**src/rtl/aes_block_fifo.sv**
```systemverilog
`default_nettype none
// ============================================================================
//  Module      : aes_block_fifo
//  Description : First-word-fall-through block FIFO between rx_shift and the
//                AES core. Holds WIDTH-bit blocks in a DEPTH-entry circular
//                buffer. A push and a pop can happen in the same cycle. The
//                FIFO reports its fill level and raises sticky
//                overflow/underflow flags.
//  Ports       : clk          - system clock, rising edge
//                reset        - asynchronous active-low reset
//                wr_en        - push request
//                wr_data      - block to push
//                rd_en        - pop request (consumes rd_data)
//                rd_data      - head-of-queue block, valid while empty==0
//                empty        - no readable data
//                full         - level == DEPTH
//                level        - occupancy 0..DEPTH
//                overflow     - sticky: push dropped while full
//                underflow    - sticky: pop requested while empty
//                clr_err      - synchronous clear of overflow/underflow
//                almost_full  - level >= AF_LVL  (FIFO_THRESH_EN only)
//                almost_empty - level <= AE_LVL  (FIFO_THRESH_EN only)
//  Config      : define FIFO_THRESH_EN to add almost_full/almost_empty
//  Revision    : 1.0 - initial release, replaces fixed 7-entry block buffer
// ============================================================================
module aes_block_fifo #(
  parameter int WIDTH  = 128,
  parameter int DEPTH  = 8,
  parameter int AF_LVL = DEPTH - 2,
  parameter int AE_LVL = 1
) (
  input  logic             clk,
  input  logic             reset,
  input  logic             wr_en,
  input  logic [WIDTH-1:0] wr_data,
  input  logic             rd_en,
  output logic [WIDTH-1:0] rd_data,
  output logic             empty,
  output logic             full,
  output logic [$clog2(DEPTH):0] level,
  output logic             overflow,
  output logic             underflow,
  input  logic             clr_err
`ifdef FIFO_THRESH_EN
  ,
  output logic             almost_full,
  output logic             almost_empty
`endif
);

  localparam int AW = $clog2(DEPTH);
  localparam logic [AW:0] c_DEPTH_LVL = (AW+1)'(DEPTH);

  // Storage is intentionally left without reset; reset only clears pointers.
  logic [WIDTH-1:0] r_mem [DEPTH];

  // Pointers carry one extra MSB so that full and empty can be told apart.
  logic [AW:0]      r_wr_ptr;
  logic [AW:0]      r_rd_ptr;
  logic [AW:0]      r_level;
  logic             r_empty;
  logic             r_full;
  logic [WIDTH-1:0] r_rd_data;
  logic             r_overflow;
  logic             r_underflow;

  logic             w_push;
  logic             w_pop;
  logic             w_ovf_evt;
  logic             w_udf_evt;
  logic [AW:0]      w_wr_ptr_nxt;
  logic [AW:0]      w_rd_ptr_nxt;
  logic [AW:0]      w_level_nxt;
  logic [WIDTH-1:0] w_rd_data_nxt;

  // When full, a simultaneous pop frees the slot being written.
  assign w_push    = wr_en && (!r_full || rd_en);
  assign w_pop     = rd_en && !r_empty;
  assign w_ovf_evt = wr_en && r_full && !rd_en;
  assign w_udf_evt = rd_en && r_empty;

  assign w_wr_ptr_nxt = r_wr_ptr + {{AW{1'b0}}, w_push};
  assign w_rd_ptr_nxt = r_rd_ptr + {{AW{1'b0}}, w_pop};
  assign w_level_nxt  = w_wr_ptr_nxt - w_rd_ptr_nxt;

  // The next head is the block being written this cycle when the queue would
  // otherwise be empty after the pop; the memory write is not visible yet,
  // so bypass it.
  always_comb begin
    w_rd_data_nxt = r_mem[w_rd_ptr_nxt[AW-1:0]];
    if (w_push && (w_rd_ptr_nxt == r_wr_ptr)) begin
      w_rd_data_nxt = wr_data;
    end
  end

  always_ff @(posedge clk) begin
    if (w_push) begin
      r_mem[r_wr_ptr[AW-1:0]] <= wr_data;
    end
  end

  always_ff @(posedge clk or negedge reset) begin
    if (!reset) begin
      r_wr_ptr    <= '0;
      r_rd_ptr    <= '0;
      r_level     <= '0;
      r_empty     <= 1'b1;
      r_full      <= 1'b0;
      r_rd_data   <= '0;
      r_overflow  <= 1'b0;
      r_underflow <= 1'b0;
    end else begin
      r_wr_ptr <= w_wr_ptr_nxt;
      r_rd_ptr <= w_rd_ptr_nxt;
      r_level  <= w_level_nxt;
      r_empty  <= (w_level_nxt == '0);
      r_full   <= (w_level_nxt == c_DEPTH_LVL);
      // rd_data only moves when the head moves, so it holds across idle
      // cycles and ignored pops.
      if (w_push || w_pop) begin
        r_rd_data <= w_rd_data_nxt;
      end
      // A new error event takes priority over a coincident clear.
      if (w_ovf_evt) begin
        r_overflow <= 1'b1;
      end else if (clr_err) begin
        r_overflow <= 1'b0;
      end
      if (w_udf_evt) begin
        r_underflow <= 1'b1;
      end else if (clr_err) begin
        r_underflow <= 1'b0;
      end
    end
  end

  assign rd_data   = r_rd_data;
  assign empty     = r_empty;
  assign full      = r_full;
  assign level     = r_level;
  assign overflow  = r_overflow;
  assign underflow = r_underflow;

`ifdef FIFO_THRESH_EN
  localparam logic [AW:0] c_AF_LVL = (AW+1)'(AF_LVL);
  localparam logic [AW:0] c_AE_LVL = (AW+1)'(AE_LVL);

  logic r_almost_full;
  logic r_almost_empty;

  always_ff @(posedge clk or negedge reset) begin
    if (!reset) begin
      r_almost_full  <= 1'b0;
      r_almost_empty <= 1'b1;
    end else begin
      r_almost_full  <= (w_level_nxt >= c_AF_LVL);
      r_almost_empty <= (w_level_nxt <= c_AE_LVL);
    end
  end

  assign almost_full  = r_almost_full;
  assign almost_empty = r_almost_empty;
`endif

endmodule
`default_nettype wire
```
**config.mk**
```make
export PLATFORM = sky130hd
export DESIGN_NAME = aes_block_fifo
export DESIGN_NICKNAME = d
export VERILOG_FILES = /design/src/rtl/aes_block_fifo.sv
export SDC_FILE = /design/constraint.sdc
export NUM_CORES = 1
export LEC_CHECK = 0
export ABC_AREA = 1
export BUFFER_PORTS_ARGS = -buffer_cell sky130_fd_sc_hd__buf_2
export CORE_MARGIN = 5
export CORE_UTILIZATION = 43
export CTS_BUF_LIST = sky130_fd_sc_hd__clkbuf_4 sky130_fd_sc_hd__clkbuf_8 sky130_fd_sc_hd__clkbuf_16
export CTS_CLUSTER_DIAMETER = 80
export DETAILED_ROUTE_END_ITERATION = 8
export GPL_TIMING_DRIVEN = 0
export MAX_ROUTING_LAYER = met4
export PLACE_DENSITY = 0.58
export SLEW_MARGIN = 0
export SYNTH_ARGS = -nofsm -noshare
export SYNTH_HDL_FRONTEND = slang
export SYNTH_SLANG_ARGS = --single-unit
```
**constraint.sdc**
```tcl
create_clock -name clk -period 32.2 [get_ports clk]
set_input_delay 1.61 -clock clk [delete_from_list [all_inputs] [get_ports clk]]
set_output_delay 1.61 -clock clk [all_outputs]
set_load 0.02 [all_outputs]
```
==> impl_metrics.xml <==
<?xml version="1.0" encoding="UTF-8"?>
<metrics>
  <group name="detailed_routing">
    <metric name="detailroute.wirelength.met2" unit="mm">65.3</metric>
    <metric name="routed.top_layer" unit="">met4</metric>
    <metric name="finalWirelength" unit="mm">140</metric>
    <metric name="wl_per_cell" unit="um">21.1</metric>
    <metric name="drc_errors" unit="">0</metric>
    <metric name="num_vias" unit="">33900</metric>
    <metric name="routed_length_on_met1" unit="mm">58.3</metric>
    <metric name="met3WireLength" unit="mm">12.2</metric>
    <metric name="antenna_left" unit="">0</metric>
    <metric name="first_pass_iters" unit="">5</metric>
    <metric name="number_of_drc_violations_after_detailed_routing_iteration_0" unit="">3229</metric>
    <metric name="via_per_inst" unit="">5.13</metric>
  </group>
  <group name="place">
    <metric name="io_buffers" unit="">268</metric>
    <metric name="preCtsSetupSlack" unit="ns">27.23</metric>
    <metric name="weighted_congestion_reported_at_the_end_of_routability_driven_placement" unit="">0.800</metric>
    <metric name="placement.cell_area" unit="mm2">0.0530</metric>
    <metric name="hpwlAfterDp" unit="mm">93.2</metric>
  </group>
  <group name="synthesis">
    <metric name="netlist_instances" unit="">4472</metric>
    <metric name="synth_top_area_share" unit="">0.637</metric>
    <metric name="syn_area" unit="mm2">0.0482</metric>
    <metric name="synth_commonest_cells" unit="">nand2_1 (2074), edfxtp_1 (1024), nand3_1 (776)</metric>
    <metric name="postSynthAreaPerCell" unit="um2">10.8</metric>
    <metric name="yosysSeqAreaShare" unit="">0.712</metric>
    <metric name="async_reset_ff_frac" unit="">0.123</metric>
    <metric name="synth_top_area_cell" unit="">edfxtp_1</metric>
    <metric name="postSynthNetCount" unit="">4613</metric>
    <metric name="synth_edf_count" unit="">1024</metric>
    <metric name="synth.most_common_cell" unit="">nand2_1</metric>
    <metric name="yosysWarningCount" unit="">0</metric>
    <metric name="synth_ff_type" unit="">edfxtp_1</metric>
    <metric name="postSynthRegisterBits" unit="">1168</metric>
    <metric name="yosys.cell_types.count" unit="">27</metric>
    <metric name="ys_top_cells_by_area" unit="">edfxtp_1 (64%), nand2_1 (16%), nand3_1 (8.1%)</metric>
  </group>
  <group name="worst_setup_path">
    <metric name="critical_path.endpoint_type" unit="">flip-flop</metric>
    <metric name="critical_path.reg2reg.endpoint" unit="">full</metric>
    <metric name="timing.reg2reg.setup_slack" unit="ns">28.46</metric>
    <metric name="timing.critical_path.cells" unit="">buf_2 &gt; inv_2 &gt; nor2_1 &gt; ha_1 &gt; ha_1 &gt; buf_2 &gt; inv_2 &gt; buf_2 &gt; buf_2 &gt; fa_1 &gt; or3_1 &gt; a21oi_1</metric>
    <metric name="cp_common_cell" unit="">buf_2</metric>
    <metric name="worst-endpoint-arrival" unit="ns">4.97</metric>
    <metric name="worst_setup_path_type" unit="">in2reg</metric>
    <metric name="worst_setup_path_startpoint" unit="">rd_en</metric>
    <metric name="crit_path_max_incr_delay" unit="ns">0.55</metric>
    <metric name="r2r_cells" unit="">10</metric>
    <metric name="critical_path.startpoint_type" unit="">input port</metric>
    <metric name="worstReg2RegStart" unit="">empty</metric>
    <metric name="crit_slowest_cell" unit="">buf_2</metric>
    <metric name="critPathMaxFanout" unit="">11</metric>
    <metric name="worst_setup_path_endpoint" unit="">full</metric>
    <metric name="required_time_reported_for_the_critical_path_endpoint" unit="ns">32.85</metric>
  </group>
  <group name="floorplan">
    <metric name="io_pins" unit="">269</metric>
    <metric name="num_rows" unit="">122</metric>
    <metric name="starting_utilization_of_the_core_area" unit="">0.435</metric>
    <metric name="die_area" unit="mm2">0.119</metric>
    <metric name="floorplan.core_area" unit="mm2">0.111</metric>
    <metric name="chipWidth" unit="um">345</metric>
    <metric name="dieHeight" unit="um">345</metric>
  </group>
  <group name="global_routing">
    <metric name="antenna_found_initial" unit="">29</metric>
    <metric name="combined_global_route_utilization_of_all_metal_layers" unit="">0.239</metric>
    <metric name="grt_first_pass_wirelength" unit="mm">207</metric>
    <metric name="grt_overflow_total" unit="">0</metric>
    <metric name="grt_pass1_vias" unit="">32900</metric>
    <metric name="grt_start_max_net_pins" unit="">82</metric>
  </group>
  <group name="clocking">
    <metric name="cts_tree" unit="">done</metric>
    <metric name="ctsRootBufferMaster" unit="">clkbuf_16</metric>
    <metric name="clock_tree.htree_level_count" unit="">4</metric>
    <metric name="hold_buffers" unit="">0</metric>
    <metric name="clk-insertion-delay-late" unit="ns">0.73</metric>
    <metric name="clk_pin_slew" unit="ns">0.06</metric>
    <metric name="clock_path_buffers" unit="">3</metric>
    <metric name="cts_sinks" unit="">1168</metric>
    <metric name="cts_buffers" unit="">130</metric>
    <metric name="postCtsResizedCells" unit="">0</metric>
    <metric name="cts_setup_buffers" unit="">0</metric>
  </group>
  <group name="finish">
    <metric name="final_nets" unit="">5140</metric>
    <metric name="postLayoutCellArea" unit="mm2">0.0572</metric>
    <metric name="post_route_cells_drive_above_1_share" unit="">0.163</metric>
    <metric name="area.growth.synth_to_final" unit="%">18.6</metric>
  </group>
  <group name="timing">
    <metric name="finalCriticalPeriod" unit="ns">4.33</metric>
    <metric name="final-setup-viol-count" unit="">0</metric>
    <metric name="finalSetupTns" unit="ns">0</metric>
    <metric name="maxSlewHeadroom" unit="">0.396</metric>
    <metric name="final_max_slew_viol_count" unit="">0</metric>
    <metric name="finalHoldViolations" unit="">0</metric>
    <metric name="pnr_worst_setup_slack" unit="ns">27.87</metric>
    <metric name="final.period_utilization" unit="">0.134</metric>
    <metric name="fin_worst_skew" unit="ns">0.0318</metric>
    <metric name="worst_hold_slack" unit="ns">0.470</metric>
    <metric name="timing_worst_slew_pin_value" unit="ns">0.906</metric>
    <metric name="fmax" unit="GHz">0.231</metric>
    <metric name="rsz0062_at_grt" unit="">no</metric>
  </group>
  <group name="min_path">
    <metric name="hold_path_class" unit="">reg2reg</metric>
    <metric name="hold_path.startpoint" unit="">rd_data[2]</metric>
  </group>
  <group name="power">
    <metric name="leakagePower" unit="uW">0.0239</metric>
    <metric name="power_density" unit="mW/mm2">108</metric>
    <metric name="total_power" unit="uW">6170</metric>
    <metric name="worst_ir_drop_vdd" unit="mV">0.0611</metric>
  </group>
  <group name="run_status">
    <metric name="run_status" unit="">finished clean</metric>
  </group>
  <group name="flow_run">
    <metric name="max_capacitance_violation_count" unit="">0</metric>
  </group>
</metrics>
flip-flops by register name, indices dropped and copies added, names as in the netlist:
register / cells
r_mem: 1024
rd_data: 128
level: 4
r_rd_ptr: 4
r_wr_ptr: 4
empty: 1
full: 1
overflow: 1
underflow: 1
critical path, delay by kind of cell:
family / cells / cell delay, ns
adder cells (fa/ha/maj): 3 / 1.08
AND/OR/NAND/NOR: 2 / 0.58
AO/OA/AOI/OAI: 1 / 0.13
buffers and inverters: 6 / 1.55
cells by family (layout without fill, tap and decap cells):
logic type | count (synthesis) | after routing | share of synthesized area
XOR/XNOR | 3 | 3 | 0.000545
buffers and inverters | 419 | 1044 | 0.0404
adder cells (fa/ha/maj) | 8 | 8 | 0.00223
AO/OA/AOI/OAI | 6 | 6 | 0.000726
flip-flops | 1168 | 1168 | 0.712
AND/OR/NAND/NOR | 2868 | 2868 | 0.244
other | 0 | 22 | 0
worst min path at each step:
| stage | endpoint | slack, ns | depth (start not counted) |
|---|---|---|---|
| 2_1_floorplan | r_rd_ptr[0] | 0.50 | 1 |
| 3_3_place_gp | rd_data[2] | 0.46 | 2 |
| 3_5_place_dp | rd_data[122] | 0.46 | 2 |
| 4_1_cts | rd_data[122] | 0.48 | 2 |
| 5_1_grt | rd_data[18] | 0.49 | 2 |
| 6_report | rd_data[2] | 0.47 | 2 |
cell usage in the layout (no fill, tap or decap), types with 46 or more instances in the layout:
master / n
nand2_1: 2074
edfxtp_1: 1024
clkbuf_16: 138
buf_2: 442
inv_1: 146
clkbuf_1: 56
dfrtp_1: 143
buf_6: 115
clkbuf_4: 46
nand3_1: 776
cell type report:
cell class,count,area [um2]
fillers,9821,53800
flip-flops and latches,1168,34400
multi-input cells,2885,12000
clock buffers,190,3880
repair buffers,395,2810
well taps,1488,1860
plain buffers,269,1390
inverters,150,563
clock inverters,40,333
diodes,22,55.1
where the power goes:
group          internal (uW)  switching (uW)  leakage [uW]  total (uW)
logic                    766            1910        0.0108        2670
clock network            875             582       0.00213        1460
registers               1940            94.1        0.0110        2040
total                   3580            2580        0.0239        6170
through the flow:
stage	std cells	utilization
after floorplan	4472	-
after CTS	6585	0.515
after global placement	6228	0.464
after detailed placement	6355	0.477
after global routing	6601	0.515
final	6607	0.516
layer usage:
layer	track usage	up-vias
met3	0.0494	230
met2	0.375	1283
met4	0.0738	0
met1	0.318	16300
met5	-	-
li1	-	16100
No activity file was read; power rests on OpenSTA's default activity.
